<file path="src/rtl/alu_exec_ctrl.sv">
// Three-state execute controller that feeds an external combinational ALU.
// Owns a small register file and a sticky zero flag, retiring one instruction every three cycles.
module alu_exec_ctrl #(
    parameter int DATA_W   = 8,
    parameter int NUM_REGS = 4,
    localparam int AW      = $clog2(NUM_REGS)
) (
    input  logic              clk,
    input  logic              rst,
    input  logic              in_valid,
    output logic              in_ready,
    input  logic [15:0]       in_instr,
    output logic [DATA_W-1:0] alu_a,
    output logic [DATA_W-1:0] alu_b,
    output logic [2:0]        alu_op,
    input  logic [DATA_W-1:0] alu_result,
    input  logic              alu_zero,
    output logic              done,
    output logic              illegal,
    output logic              z_flag,
    input  logic [AW-1:0]     dbg_addr,
    output logic [DATA_W-1:0] dbg_data
);

    typedef enum logic [1:0] {
        IDLE = 2'd0,
        EXEC = 2'd1,
        WB   = 2'd2
    } state_t;

    state_t state, state_next;

    logic [2:0]        f_op;
    logic [AW-1:0]     f_rd;
    logic [AW-1:0]     f_rs;
    logic              f_use_imm;
    logic [DATA_W-1:0] f_imm;

    assign f_op      = in_instr[15:13];
    assign f_rd      = in_instr[12:11];
    assign f_rs      = in_instr[10:9];
    assign f_use_imm = in_instr[8];
    assign f_imm     = in_instr[7:0];

    logic [DATA_W-1:0] regs [NUM_REGS];
    logic [2:0]        op_q;
    logic [AW-1:0]     rd_q;
    logic [DATA_W-1:0] res_q;
    logic              zero_q;
    logic              accept;
    logic              writes_reg;
    logic              updates_flag;

    // NOP, CMP and the two illegal codes all reuse a real ALU opcode; CMP is a SUB without writeback.
    function automatic logic [2:0] decode_alu_op(input logic [2:0] op);
        if (!op[2])
            return op;
        else if (op == 3'b101)
            return 3'b001;
        else
            return 3'b000;
    endfunction

    assign accept       = in_valid && in_ready;
    assign writes_reg   = !op_q[2];
    assign updates_flag = !op_q[2] || (op_q == 3'b101);

    // NOTE: every output of a combinational block gets a default first, otherwise a latch is inferred.
    always_comb begin
        state_next = state;
        in_ready   = 1'b0;
        done       = 1'b0;
        illegal    = 1'b0;
        case (state)
            IDLE: begin
                in_ready = 1'b1;
                if (in_valid)
                    state_next = EXEC;
            end
            EXEC: state_next = WB;
            WB: begin
                done       = 1'b1;
                illegal    = (op_q[2:1] == 2'b11);
                state_next = IDLE;
            end
            default: state_next = IDLE;
        endcase
    end

    // NOTE: state elements use non-blocking assignments so every flop samples pre-edge values.
    always_ff @(posedge clk) begin
        if (rst)
            state <= IDLE;
        else
            state <= state_next;
    end

    // NOTE: the register file sits in flops and is cleared on reset, so a debug read is never X.
    always_ff @(posedge clk) begin
        if (rst) begin
            for (int i = 0; i < NUM_REGS; i++)
                regs[i] <= '0;
            alu_a  <= '0;
            alu_b  <= '0;
            alu_op <= '0;
            op_q   <= '0;
            rd_q   <= '0;
            res_q  <= '0;
            zero_q <= 1'b0;
            z_flag <= 1'b0;
        end else begin
            if (accept) begin
                // Operands come from the pre-write register values, so rd==rs reads one value twice.
                alu_a  <= regs[f_rd];
                alu_b  <= f_use_imm ? f_imm : regs[f_rs];
                alu_op <= decode_alu_op(f_op);
                op_q   <= f_op;
                rd_q   <= f_rd;
            end
            if (state == EXEC) begin
                res_q  <= alu_result;
                zero_q <= alu_zero;
            end
            if (state == WB) begin
                if (writes_reg)
                    regs[rd_q] <= res_q;
                if (updates_flag)
                    z_flag <= zero_q;
            end
        end
    end

    assign dbg_data = regs[dbg_addr];

endmodule

</file>
<file path="config.mk">
export PLATFORM = sky130hd
export DESIGN_NAME = alu_exec_ctrl
export DESIGN_NICKNAME = d
export VERILOG_FILES = /design/src/rtl/alu_exec_ctrl.sv
export SDC_FILE = /design/constraint.sdc
export NUM_CORES = 1
export LEC_CHECK = 0
export ABC_AREA = 1
export CORE_MARGIN = 2
export CORE_UTILIZATION = 45
export CTS_CLUSTER_DIAMETER = 80
export DETAILED_ROUTE_END_ITERATION = 10
export DONT_BUFFER_PORTS = 1
export MAX_ROUTING_LAYER = met4
export PLACE_DENSITY = 0.62
export SLEW_MARGIN = 20
export SYNTH_ARGS = -nofsm -noshare
export SYNTH_HDL_FRONTEND = slang
export SYNTH_SLANG_ARGS = --single-unit
</file>
<file path="constraint.sdc">
create_clock -name clk -period 1.7 [get_ports clk]
set_clock_uncertainty 0.2 [all_clocks]
set_input_delay 0.34 -clock clk [delete_from_list [all_inputs] [get_ports clk]]
set_output_delay 0.34 -clock clk [all_outputs]
set_load 0.02 [all_outputs]
</file>
==> results of run 1 <==
==> placed cells by master, fill, tap and decap left out, types with 9 or more instances in the layout <==
master and count:
sky130_fd_sc_hd__o21ai_1 11, sky130_fd_sc_hd__inv_2 10, sky130_fd_sc_hd__a21oi_1 52, sky130_fd_sc_hd__clkbuf_8 9, sky130_fd_sc_hd__dlygate4sd3_1 21, sky130_fd_sc_hd__buf_4 15, sky130_fd_sc_hd__o21ai_0 17, sky130_fd_sc_hd__nand3_1 34
sky130_fd_sc_hd__nor2_1 52, sky130_fd_sc_hd__inv_1 26, sky130_fd_sc_hd__edfxtp_1 32, sky130_fd_sc_hd__dfxtp_1 33, sky130_fd_sc_hd__nand2_1 97
==> flip-flops by register name (all words and copies together), names as in the netlist <==
| signal | count |
|---|---|
| alu_a | 8 |
| res_q | 8 |
| op_q | 3 |
| z_flag | 1 |
| regs | 32 |
| state | 2 |
| alu_op | 2 |
| zero_q | 1 |
| rd_q | 2 |
| alu_b | 8 |
==> power groups by stage <==
stage,Clock [mW],Combinational [mW],Sequential (mW)
after global placement,0,0.393,1.93
final,1.52,0.458,1.90
after detailed placement,0,0.395,1.93
after floorplan,0,0.352,1.90
after global routing,1.62,0.511,1.90
after CTS,1.55,0.449,1.89
==> worst paths after layout <==
check,from,endpoint
hold / removal,in_instr[12],alu_a[4]$_SDFFE_PP0P_
setup reg to reg,state[0]$_SDFFE_PP0P_,regs[2][5]$_SDFFCE_PN0P_
hold reg to reg,zero_q$_SDFFE_PP0N_,zero_q$_SDFFE_PP0N_
setup / recovery,regs[1][2]$_SDFFCE_PN0P_,dbg_data[2]
==> area by class of cell <==
| type | instances | area share |
|---|---|---|
| Clock buffer | 12 | 0.0454 |
| Clock inverter | 4 | 0.0134 |
| Inverter | 39 | 0.0393 |
| Multi-Input combinational cell | 293 | 0.355 |
| Sequential cell | 67 | 0.425 |
| Tap cell | 99 | 0.0316 |
| Timing Repair Buffer | 38 | 0.0904 |
==> through the flow <==
step / instances / utilization / hold slack, ps
floorplan: 422 / - / 229
global placement: 511 / 0.473 / 215
detailed placement: 511 / 0.473 / 217
CTS: 550 / 0.537 / 0.0221
global route: 552 / 0.543 / 9.68
finish: 552 / 0.543 / 17.1
==> worst max-delay path: cells and delay by family (launching register included) <==
| kind | cells | cell delay (ps) |
|---|---|---|
| buffers and inverters | 2 | 260 |
| AOI/OAI and AO/OA | 3 | 230 |
| DFF | 1 | 430 |
==> cells by family after synthesis <==
family | Yosys count | synth area share
other cells | 1 | 0.00113
flops | 67 | 0.500
simple gates | 199 | 0.259
compound gates | 93 | 0.146
buf+inv | 62 | 0.0934
==> layer usage <==
layer / wire [um] / track usage / part of all wire / vias up
met5: 0 / - / 0 / -
met4: 84 / 0.0744 / 0.0095 / 0
met3: 624 / 0.0536 / 0.070 / 6
met2: 4420 / 0.376 / 0.50 / 115
met1: 3740 / 0.282 / 0.42 / 1361
li1: - / - / - / 1436
==> repair_timing <==
action,in CTS,in global routing
setup endpoints to repair,9,33
pin swaps,0,2
resized for setup,8,15
hold endpoints to repair,31,0
hold buffers,21,0
setup buffers,2,2
==> impl_results.rst, run 1 <==
.. list-table::
   :header-rows: 1

   * - Metric
     - Value
   * - Sequential cell area
     - 0.00166 sq mm
   * - Number of global-route vias before repair
     - 2666
   * - Accumulated negative setup slack
     - -682 ps
   * - I/O Pins
     - 61
   * - Crit path setup slack, layout
     - -110 ps
   * - Finished Cell Area
     - 0.00392 sq mm
   * - Worst-path cell chain
     - inv_2, o21ai_1, a21oi_1, a21oi_1, buf_4
   * - Static Leakage
     - 1.62 nW
   * - Cell depth of the worst hold path
     - 4
   * - Layout net count
     - 478
   * - Worst-path maximum fanout
     - 2
   * - Total Power Consumption
     - 3.87 mW
   * - Worst setup EP type
     - output port
   * - Area of the core region
     - 0.00721 sq mm
   * - Clock group share of total power
     - 0.392
   * - Overall die height
     - 89.9 um
   * - Fraction of final layout cells with drive strength greater than 1
     - 0.141
   * - Slew headroom
     - 0.583
   * - Number of filler cells placed in the layout
     - 695
   * - CTS tree
     - yes
   * - Final setup vio count
     - 8
   * - Total global-route track usage
     - 0.229
   * - Routed Wire Length
     - 8.87 mm
   * - Worst-case register-to-register setup slack
     - 60 ps
   * - Cell with the most instances after synthesis
     - sky130_fd_sc_hd__nand2_1
   * - Remaining DRCs
     - 0
   * - Number of distinct standard cells referenced by the synthesized netlist
     - 30
   * - Critical path's largest stage delay
     - 430 ps
   * - Kind of path behind the tightest hold check
     - in2reg
   * - X dimension of the die
     - 89.9 um
   * - Result of the run
     - finished, violations left
   * - Critical path class
     - reg2out
   * - Fin crit share
     - 1.06
   * - Area growth, synth to finish
     - 17.9%
   * - Post-synth EDFFs
     - 32
   * - Root buffer cell
     - sky130_fd_sc_hd__clkbuf_8
   * - Die area
     - 0.00809 sq mm
   * - Net switching share of the total power
     - 0.274
   * - Post-Place Setup Slack
     - 35.5 ps
   * - Initial Utilization
     - 0.460
   * - Routability cong.
     - 0.935
   * - Cell type contributing the most total cell area after synthesis
     - sky130_fd_sc_hd__edfxtp_1
   * - DRC marker count from the first detailed-route iteration
     - 224
   * - Violations in the final reports
     - negative setup slack
   * - Detailed placement HPWL
     - 6.15 mm
   * - Portion of the post-synthesis area used by sequential elements
     - 0.500
   * - Cell types with the highest counts after synthesis
     - sky130_fd_sc_hd__nand2_1 (99), sky130_fd_sc_hd__a21oi_1 (57), sky130_fd_sc_hd__nor2_1 (52), sky130_fd_sc_hd__dfxtp_1 (35), sky130_fd_sc_hd__nand3_1 (34)
   * - Clock Latency Late Sink
     - 340 ps
   * - Via density per instance
     - 5.29
   * - Dpl cell area
     - 0.00341 sq mm
   * - Kind of launch point of the worst setup path
     - flop
   * - Maximum number of buffers from clock root to sink
     - 2
   * - Worst Reg-to-Reg Cells
     - 7
   * - Via count
     - 2918
   * - Required time of the critical path
     - 1160 ps
   * - Max frequency
     - 552 MHz
   * - Transition time of the tightest slew-check pin
     - 624 ps
   * - Crit path time final
     - 1810 ps
   * - Cell Area, Synth
     - 0.00332 sq mm
   * - RSZ-0062 raised after global routing
     - true
   * - Standard cell with the maximum stage delay on the critical path
     - sky130_fd_sc_hd__edfxtp_1
   * - Arrival time of the worst setup path
     - 1270 ps
   * - Power per cell area
     - 989 mW/mm^2
   * - Share of Yosys cell area claimed by the top area cell type
     - 0.289
   * - Depth of the CTS H-tree
     - 3
   * - Cts bufs inserted
     - 9
   * - Mapped Avg Cell Area
     - 7.87 sq um
   * - Warnings from Yosys
     - 0
   * - Port Buffer Count
     - 0
   * - Int Power
     - 2.81 mW
   * - Proportion of register bits with asynchronous set or reset after synthesis
     - 0
   * - Total nets after synthesis
     - 452
   * - Predominant post-synthesis flop cell
     - sky130_fd_sc_hd__dfxtp_1
   * - Wire length of the first global-routing pass
     - 13.8 mm
   * - Total area of multi-input combinational cells
     - 0.00139 sq mm
   * - WL per Instance
     - 16.1 um
   * - Maximum resistive drop on vdd
     - 0.571 mV
   * - Post-Syn Instances
     - 422
   * - Sequential fraction of design power
     - 0.490
   * - MaxCap Viol Count
     - 0
   * - Post-detailed-route count of antenna-violating nets
     - 0
   * - Number of antenna violations at the first check in global routing
     - 0
   * - Net switching component of the power
     - 1.06 mW
   * - Maximum number of pins on one net before global-route repair
     - 33
   * - Slew Limit Fails
     - 0
   * - Number of iterations in the first detailed-routing pass
     - 4
   * - Remaining global-route overflow
     - 0
   * - Most used cell, CP
     - sky130_fd_sc_hd__a21oi_1
   * - Dominant cells by area after synthesis
     - sky130_fd_sc_hd__edfxtp_1 (29%), sky130_fd_sc_hd__dfxtp_1 (21%), sky130_fd_sc_hd__nand2_1 (11%)
   * - Std-Cell Rows
     - 31
   * - Post-CTS clock slew at the launch and capture registers of the worst setup and hold paths
     - 70 ps
   * - Count of antenna diodes in the layout
     - 0
   * - CTS sink count
     - 67
   * - Combinational group share of total power
     - 0.118
   * - Final hold vios
     - 0
   * - Total of flip-flops plus latches after synthesis
     - 67
(Power assumes the default switching activity.)
==> inputs of run 2 (changes only) <==
- CORE_MARGIN: 2 -> unset
==> run 2 against run 1 <==
The flow still finishes with violations (negative setup slack). Worst setup slack worse by 10 ps. Critical path depth stayed put. Clock-buffer cell count is 2 lower. Wire length is 2.5% lower. Critical path type unchanged.
==> impl_results.rst, run 2 (synthesized netlist as in run 1, its figures left out) <==
.. list-table::
   :header-rows: 1

   * - Metric
     - Value
   * - Overall die height
     - 87.9 um (-2.2%)
   * - Total area of multi-input combinational cells
     - 0.00142 sq mm (+2.2%)
   * - Number of antenna violations at the first check in global routing
     - 0 (unchanged)
   * - I/O Pins
     - 61 (unchanged)
   * - Maximum resistive drop on vdd
     - 0.508 mV (-11%)
   * - Kind of path behind the tightest hold check
     - in2reg
   * - Worst-case register-to-register setup slack
     - 150 ps (+90 ps)
   * - Accumulated negative setup slack
     - -720 ps (-38.0 ps)
   * - Via density per instance
     - 5.34 (+0.98%)
   * - Combinational group share of total power
     - 0.125 (+0.007)
   * - Net switching share of the total power
     - 0.280 (+0.00562)
   * - Cell depth of the worst hold path
     - 2 (-2)
   * - MaxCap Viol Count
     - 0 (unchanged)
   * - Final hold vios
     - 0 (unchanged)
   * - Power per cell area
     - 947 mW/mm^2 (-4.2%)
   * - Maximum number of pins on one net before global-route repair
     - 33 (unchanged)
   * - Number of global-route vias before repair
     - 2707 (+1.5%)
   * - Critical path class
     - reg2out
   * - Transition time of the tightest slew-check pin
     - 614 ps (-10.2 ps)
   * - Maximum number of buffers from clock root to sink
     - 2 (unchanged)
   * - Area growth, synth to finish
     - 14.8%
   * - Port Buffer Count
     - 0 (unchanged)
   * - Root buffer cell
     - sky130_fd_sc_hd__clkbuf_8
   * - Std-Cell Rows
     - 30 (-3.2%)
   * - WL per Instance
     - 16.0 um (-0.56%)
   * - Number of iterations in the first detailed-routing pass
     - 5 (+1)
   * - Detailed placement HPWL
     - 6.05 mm (-1.5%)
   * - Sequential cell area
     - 0.00166 sq mm (unchanged)
   * - Remaining global-route overflow
     - 0 (unchanged)
   * - Clock Latency Late Sink
     - 350 ps (about the same)
   * - RR Endpoint
     - regs[0][3]$_SDFFCE_PN0P_
   * - Remaining DRCs
     - 0 (unchanged)
   * - Largest Register
     - regs
   * - Required time of the critical path
     - 1160 ps (about the same)
   * - Worst-path maximum fanout
     - 2 (unchanged)
   * - DRC marker count from the first detailed-route iteration
     - 191 (-15%)
   * - Worst Hold Slack
     - 8.33 ps (-8.79 ps)
   * - Post-detailed-route count of antenna-violating nets
     - 0 (unchanged)
   * - Kind of launch point of the worst setup path
     - flop
   * - Arrival time of the worst setup path
     - 1280 ps (about the same)
   * - Min-delay src
     - in_instr[7]
   * - CTS sink count
     - 67 (unchanged)
   * - Post-CTS clock slew at the launch and capture registers of the worst setup and hold paths
     - 70 ps (about the same)
   * - Sequential fraction of design power
     - 0.526 (+0.036)
   * - Total Power Consumption
     - 3.61 mW (-6.7%)
   * - Worst setup EP type
     - output port
   * - Via count
     - 2888 (-1.0%)
   * - Static Leakage
     - 1.54 nW (-4.9%)
   * - Commonest cells after routing, fill and taps aside
     - sky130_fd_sc_hd__nand2_1 (96), sky130_fd_sc_hd__nor2_1 (52), sky130_fd_sc_hd__a21oi_1 (48)
   * - Critical path origin
     - regs[1][7]$_SDFFCE_PN0P_
   * - Layout net count
     - 470 (-1.7%)
   * - Flip-flop count of the largest register, all copies and words added
     - 32 (unchanged)
   * - Slew headroom
     - 0.589 (+0.00684)
   * - Crit path setup slack, layout
     - -120 ps (-10.2 ps)
   * - Most common cell after layout, fill and taps aside
     - sky130_fd_sc_hd__nand2_1
   * - Hold path endpoint
     - alu_b[7]$_SDFFE_PP0P_
   * - Total global-route track usage
     - 0.248 (+0.0192)
   * - Worst Reg-to-Reg Cells
     - 7 (unchanged)
   * - RSZ-0062 raised after global routing
     - true
   * - Result of the run
     - finished, violations left
   * - Depth of the CTS H-tree
     - 3 (unchanged)
   * - Fraction of final layout cells with drive strength greater than 1
     - 0.151 (+0.00928)
   * - Int Power
     - 2.60 mW (-7.4%)
   * - Net switching component of the power
     - 1.01 mW (-4.8%)
   * - Die area
     - 0.00773 sq mm (-4.4%)
   * - Fin crit share
     - 1.07 (+0.00598)
   * - Violations in the final reports
     - negative setup slack
   * - CTS tree
     - yes
   * - Cts bufs inserted
     - 9 (unchanged)
   * - Crit path time final
     - 1820 ps (+10.2 ps)
   * - Max frequency
     - 549 MHz (-0.56%)
   * - Initial Utilization
     - 0.478 (+0.0179)
   * - Slew Limit Fails
     - 0 (unchanged)
   * - Routed Wire Length
     - 8.64 mm (-2.5%)
   * - Routability cong.
     - 0.856 (-8.5%)
   * - X dimension of the die
     - 87.9 um (-2.2%)
   * - Number of filler cells placed in the layout
     - 654 (-5.9%)
   * - Final setup vio count
     - 8 (unchanged)
   * - Startpoint of the most critical register-to-register path
     - state[0]$_SDFFE_PP0P_
   * - Count of antenna diodes in the layout
     - 0 (unchanged)
   * - Wire length of the first global-routing pass
     - 13.7 mm (-0.85%)
   * - Area of the core region
     - 0.00694 sq mm (-3.7%)
   * - Clock group share of total power
     - 0.350 (-0.042)
-- run 2: cell types whose count changed in the layout (fill, tap and decap cells not counted), sizes merged --
| cell | delta |
|---|---|
| buf | -4 |
| dlygate4sd3 | -4 |
| clkbuf | -2 |
| clkinvlp | +2 |
| clkinv | +1 |
| inv | -1 |
-- run 2: how the worst max path moves through the flow --
stage	depth (start not counted)	end	slack (ps)
floorplan	5	dbg_data[0]	30
global placement	5	dbg_data[7]	20
detailed placement	5	dbg_data[1]	-20
CTS	5	dbg_data[0]	-130
global route	5	dbg_data[7]	-170
finish	5	dbg_data[7]	-120
-- run 2: critical path: stages (launching register included) --
cell,delay (ps)
sky130_fd_sc_hd__edfxtp_1,430
sky130_fd_sc_hd__inv_2,90
sky130_fd_sc_hd__o21ai_1,50
sky130_fd_sc_hd__a21oi_1,150
sky130_fd_sc_hd__a21oi_1,60
sky130_fd_sc_hd__buf_4,160
-- run 2: routing by layer --
metal | global-route usage | vias up | wire length (um)
met5 | - | - | 0
met1 | 0.318 | 1326 | 3810
li1 | - | 1421 | -
met2 | 0.380 | 123 | 4110
met3 | 0.0471 | 18 | 515
met4 | 0.115 | 0 | 207
-- run 2: stage by stage --
stage          std cells   util  area, sq um  setup WS [ps]
5_1_grt              541  0.549         3810           -175
2_1_floorplan        422      -         3340           27.6
6_report             541  0.549         3810           -120
4_1_cts              541  0.541         3760           -126
3_5_place_dp         507  0.488         3390          -18.9
3_3_place_gp         507  0.488         3390           16.3
-- run 2: cell type report --
class	instances	share of cell area
Sequential cell	67	0.436
Timing Repair Buffer	30	0.0712
Tap cell	96	0.0315
Inverter	39	0.0404
Multi-Input combinational cell	293	0.372
Clock buffer	10	0.0335
Clock inverter	6	0.0148
-- run 2: what timing repair did --
action	CTS	global route
hold buffers	17	0
setup buffers	1	0
endpoints found under the hold margin	29	0
endpoints found under the setup margin	9	25
pin swaps	0	3
resized for setup	9	24
-- run 2: power by group through the flow --
stage                     registers (mW)  logic, mW  clock network, mW
final                               1.90      0.450               1.26
after global routing                1.91      0.503               1.35
after global placement              1.93      0.382                  0
after detailed placement            1.93      0.388                  0
after floorplan                     1.90      0.352                  0
after CTS                           1.90      0.434               1.28
==> inputs of run 3 (changes only) <==
- ABC_AREA: 1 -> unset
- CORE_UTILIZATION: 45 -> 55
- MAX_ROUTING_LAYER: met4 -> unset
- PLACE_DENSITY: 0.62 -> 0.72
==> run 3 against run 2 <==
The flow still finishes with violations (negative setup slack). Register-to-register slack got worse by 80 ps. Fmax fell by 3.3%. Sequential cell count did not move. Sequential power fell by 2%. Power rose by 4.0%. Combinational power fell by 9.6%. Critical path depth fell by 4. Utilization rose by 16 points. Die area fell by 20%. Synthesized area fell by 3.3%. Critical path type unchanged. Critical endpoint is now dbg_data[0]. Highest routed layer unchanged.
==> impl_results.rst, run 3 <==
.. list-table::
   :header-rows: 1

   * - Metric
     - Value
   * - Fraction of final layout cells with drive strength greater than 1
     - 0.254 (+0.103)
   * - Number of iterations in the first detailed-routing pass
     - 4 (-1)
   * - Mapped Avg Cell Area
     - 11.0 sq um (+40%)
   * - Critical path's largest stage delay
     - 590 ps (+160 ps)
   * - Routability cong.
     - 0.778 (-9.2%)
   * - Post-synth EDFFs
     - 32 (unchanged)
   * - Dpl cell area
     - 0.00327 sq mm (-3.4%)
   * - Total global-route track usage
     - 0.237 (-0.0112)
   * - CP top delay family
     - multiplexers
   * - Multiplexer share of the synthesized area
     - 0.165 (+0.165)
   * - Number of global-route vias before repair
     - 2226 (-18%)
   * - Worst Hold Slack
     - 16.2 ps (+7.86 ps)
   * - Proportion of register bits with asynchronous set or reset after synthesis
     - 0 (unchanged)
   * - Area of the core region
     - 0.00557 sq mm (-20%)
   * - Routed Wire Length
     - 7.13 mm (-17%)
   * - Static Leakage
     - 1.54 nW (+0.24%)
   * - Cell with the most instances after synthesis
     - sky130_fd_sc_hd__nand2_1
   * - Port Buffer Count
     - 0 (unchanged)
   * - Remaining global-route overflow
     - 0 (unchanged)
   * - Cts bufs inserted
     - 9 (unchanged)
   * - Worst-path maximum fanout
     - 2 (unchanged)
   * - Slew Limit Fails
     - 0 (unchanged)
   * - Worst-path cell chain
     - mux4_2
   * - Remaining DRCs
     - 0 (unchanged)
   * - Finished Cell Area
     - 0.00395 sq mm (+3.6%)
   * - Largest Register
     - regs
   * - Compound-Gate Fraction of Synth Area
     - 0.0826 (-0.0636)
   * - Most common cell after layout, fill and taps aside
     - sky130_fd_sc_hd__nand2_1
   * - Crit path setup slack, layout
     - -182 ps (-62.0 ps)
   * - Kind of launch point of the worst setup path
     - flop
   * - X dimension of the die
     - 78.4 um (-11%)
   * - Initial Utilization
     - 0.576 (+0.0981)
   * - Flip-flop count of the largest register, all copies and words added
     - 32 (unchanged)
   * - Number of distinct standard cells referenced by the synthesized netlist
     - 28 (-6.7%)
   * - Post-Syn Instances
     - 291 (-31%)
   * - Std-Cell Rows
     - 27 (-10%)
   * - Startpoint of the most critical register-to-register path
     - regs[2][0]$_SDFFCE_PN0P_
   * - Simple-gate portion of the synthesized area
     - 0.197 (-0.0621)
   * - Total of flip-flops plus latches after synthesis
     - 67 (unchanged)
   * - Arrival time of the worst setup path
     - 1340 ps (+60 ps)
   * - Maximum resistive drop on vdd
     - 0.509 mV (about the same)
   * - Worst setup EP type
     - output port
   * - Cell types with the highest counts after synthesis
     - sky130_fd_sc_hd__nand2_1 (56), sky130_fd_sc_hd__dfxtp_1 (35), sky130_fd_sc_hd__and2_1 (32), sky130_fd_sc_hd__edfxtp_1 (32), sky130_fd_sc_hd__a21oi_1 (24)
   * - Cell Area, Synth
     - 0.00321 sq mm (-3.3%)
   * - Critical path class
     - reg2out
   * - RR Endpoint
     - alu_a[0]$_SDFFE_PP0P_
   * - DP Cell Count
     - 352 (-31%)
   * - Maximum number of buffers from clock root to sink
     - 2 (unchanged)
   * - Detailed placement HPWL
     - 4.62 mm (-24%)
   * - Final hold vios
     - 0 (unchanged)
   * - MaxCap Viol Count
     - 0 (unchanged)
   * - Warnings from Yosys
     - 0 (unchanged)
   * - Via count
     - 2392 (-17%)
   * - Post-CTS clock slew at the launch and capture registers of the worst setup and hold paths
     - 70 ps (about the same)
   * - Layout net count
     - 372 (-21%)
   * - Worst Reg-to-Reg Cells
     - 5 (-2)
   * - Share of Yosys cell area claimed by the top area cell type
     - 0.299 (+0.00980)
   * - Total nets after synthesis
     - 321 (-29%)
   * - Wire length of the first global-routing pass
     - 11.1 mm (-19%)
   * - Clock Latency Late Sink
     - 330 ps (-20 ps)
   * - Result of the run
     - finished, violations left
   * - Crit path time final
     - 1880 ps (+62.0 ps)
   * - Fin crit share
     - 1.11 (+0.0364)
   * - Post-detailed-route count of antenna-violating nets
     - 0 (unchanged)
   * - Adder-cell share of the synthesized area
     - 0 (unchanged)
   * - Crit path buf inv count
     - 0 (-2)
   * - Predominant post-synthesis flop cell
     - sky130_fd_sc_hd__dfxtp_1
   * - Total Power Consumption
     - 3.76 mW (+4.0%)
   * - Final setup vio count
     - 8 (unchanged)
   * - RSZ-0062 raised after global routing
     - true
   * - I/O Pins
     - 61 (unchanged)
   * - CTS sink count
     - 67 (unchanged)
   * - Required time of the critical path
     - 1160 ps (about the same)
   * - Power per cell area
     - 951 mW/mm^2 (+0.42%)
   * - Layout Cells excl Fill
     - 419 (-23%)
   * - Parity-gate share of the synthesized area counting xor and xnor cells
     - 0 (unchanged)
   * - Area growth, synth to finish
     - 22.9%
   * - Root buffer cell
     - sky130_fd_sc_hd__clkbuf_8
   * - Hold path endpoint
     - alu_op[0]$_SDFFE_PP0P_
   * - Portion of the post-synthesis area used by sequential elements
     - 0.517 (+0.0169)
   * - Dominant cells by area after synthesis
     - sky130_fd_sc_hd__edfxtp_1 (30%), sky130_fd_sc_hd__dfxtp_1 (22%), sky130_fd_sc_hd__mux4_2 (11%)
   * - DRC marker count from the first detailed-route iteration
     - 211 (+10%)
   * - Count of antenna diodes in the layout
     - 0 (unchanged)
   * - Depth of the CTS H-tree
     - 3 (unchanged)
   * - Via density per instance
     - 5.71 (+6.9%)
   * - Cell type contributing the most total cell area after synthesis
     - sky130_fd_sc_hd__edfxtp_1
   * - Number of antenna violations at the first check in global routing
     - 0 (unchanged)
   * - Maximum number of pins on one net before global-route repair
     - 36 (+9.1%)
   * - Violations in the final reports
     - negative setup slack
   * - Overall die height
     - 78.4 um (-11%)
   * - Standard cell with the maximum stage delay on the critical path
     - sky130_fd_sc_hd__mux4_2
   * - Kind of path behind the tightest hold check
     - in2reg
   * - Max frequency
     - 531 MHz (-3.3%)
   * - Dominant combinational cell family by area after synthesis
     - simple AND/OR/NAND/NOR gates
   * - Worst-case register-to-register setup slack
     - 70 ps (-80 ps)
   * - Min-delay src
     - in_instr[15]
   * - WL per Instance
     - 17.0 um (+6.5%)
   * - Cell depth of the worst hold path
     - 3 (+1)
   * - Commonest cells after routing, fill and taps aside
     - sky130_fd_sc_hd__nand2_1 (56), sky130_fd_sc_hd__buf_4 (44), sky130_fd_sc_hd__dfxtp_1 (34)
   * - CTS tree
     - yes
   * - Die area
     - 0.00615 sq mm (-20%)
run 3: cell types whose count changed in the layout (fill, tap and decap cells not counted), moves of 22 or more:
cell                      before  now
sky130_fd_sc_hd__and2_1        0   32
sky130_fd_sc_hd__a21oi_1      48   24
sky130_fd_sc_hd__buf_4        12   44
sky130_fd_sc_hd__nand3_1      34    1
sky130_fd_sc_hd__inv_1        24    2
sky130_fd_sc_hd__nand2_1      96   56
sky130_fd_sc_hd__nor2_1       52   13
run 3: area by class of cell:
class                   instances  area, sq um
clock buffers                  11          151
clock inverters                 5         75.1
fillers                       409         1620
inverters                       2         7.51
multi-input cells             202         1450
flip-flops and latches         67         1670
well taps                      72         90.1
repair buffers                 60          510
run 3: kinds of logic (layout without fill, tap and decap cells):
group | count (synthesis) | after routing
buffers and inverters | 22 | 78
AO/OA/AOI/OAI | 50 | 50
other | 1 | 1
AND/OR/NAND/NOR | 118 | 118
flip-flops | 67 | 67
multiplexers | 33 | 33
run 3: through the flow:
step,setup TNS (ps),worst slack (ps),utilization
floorplan,0,26.0,-
global placement,0,75.4,0.587
detailed placement,-27.1,-2.10,0.587
CTS,-1230,-189,0.694
global route,-1490,-209,0.709
finish,-1200,-182,0.709
run 3: what timing repair did:
action,CTS,global route
pin swaps,0,1
endpoints found under the setup margin,26,25
setup buffers,26,10
endpoints found under the hold margin,35,0
hold buffers,15,0
gates cloned,0,0
gates resized for setup,5,2
run 3: power by group:
part,total [mW],internal [mW],switching (mW)
Combinational,0.407,0.211,0.196
Sequential,1.86,1.76,0.0994
Clock,1.49,0.896,0.591
Total,3.76,2.87,0.887
run 3: how the worst max path moves through the flow:
stage                                     endpoint                startpoint  cells past startpoint  slack [ps]
after global placement    regs[1][3]$_SDFFCE_PN0P_     state[1]$_SDFFE_PP0P_                      3          80
after CTS                              dbg_data[6]      regs[3][6]$_DFFE_PP_                      1        -190
final                                  dbg_data[0]      regs[3][0]$_DFFE_PP_                      1        -180
after detailed placement      regs[3][3]$_DFFE_PP_     state[1]$_SDFFE_PP0P_                      2          -2
after global routing                   dbg_data[0]  regs[2][0]$_SDFFCE_PN0P_                      1        -210
after floorplan           regs[1][0]$_SDFFCE_PN0P_     state[1]$_SDFFE_PP0P_                      3          30
run 3: routing by layer:
metal / GRT usage / vias to the layer above / wire (um)
met4: 0.107 / 0 / 108
li1: - / 1134 / -
met2: 0.389 / 102 / 3750
met3: 0.0570 / 13 / 466
met5: 0 / - / 0
met1: 0.297 / 1143 / 2810
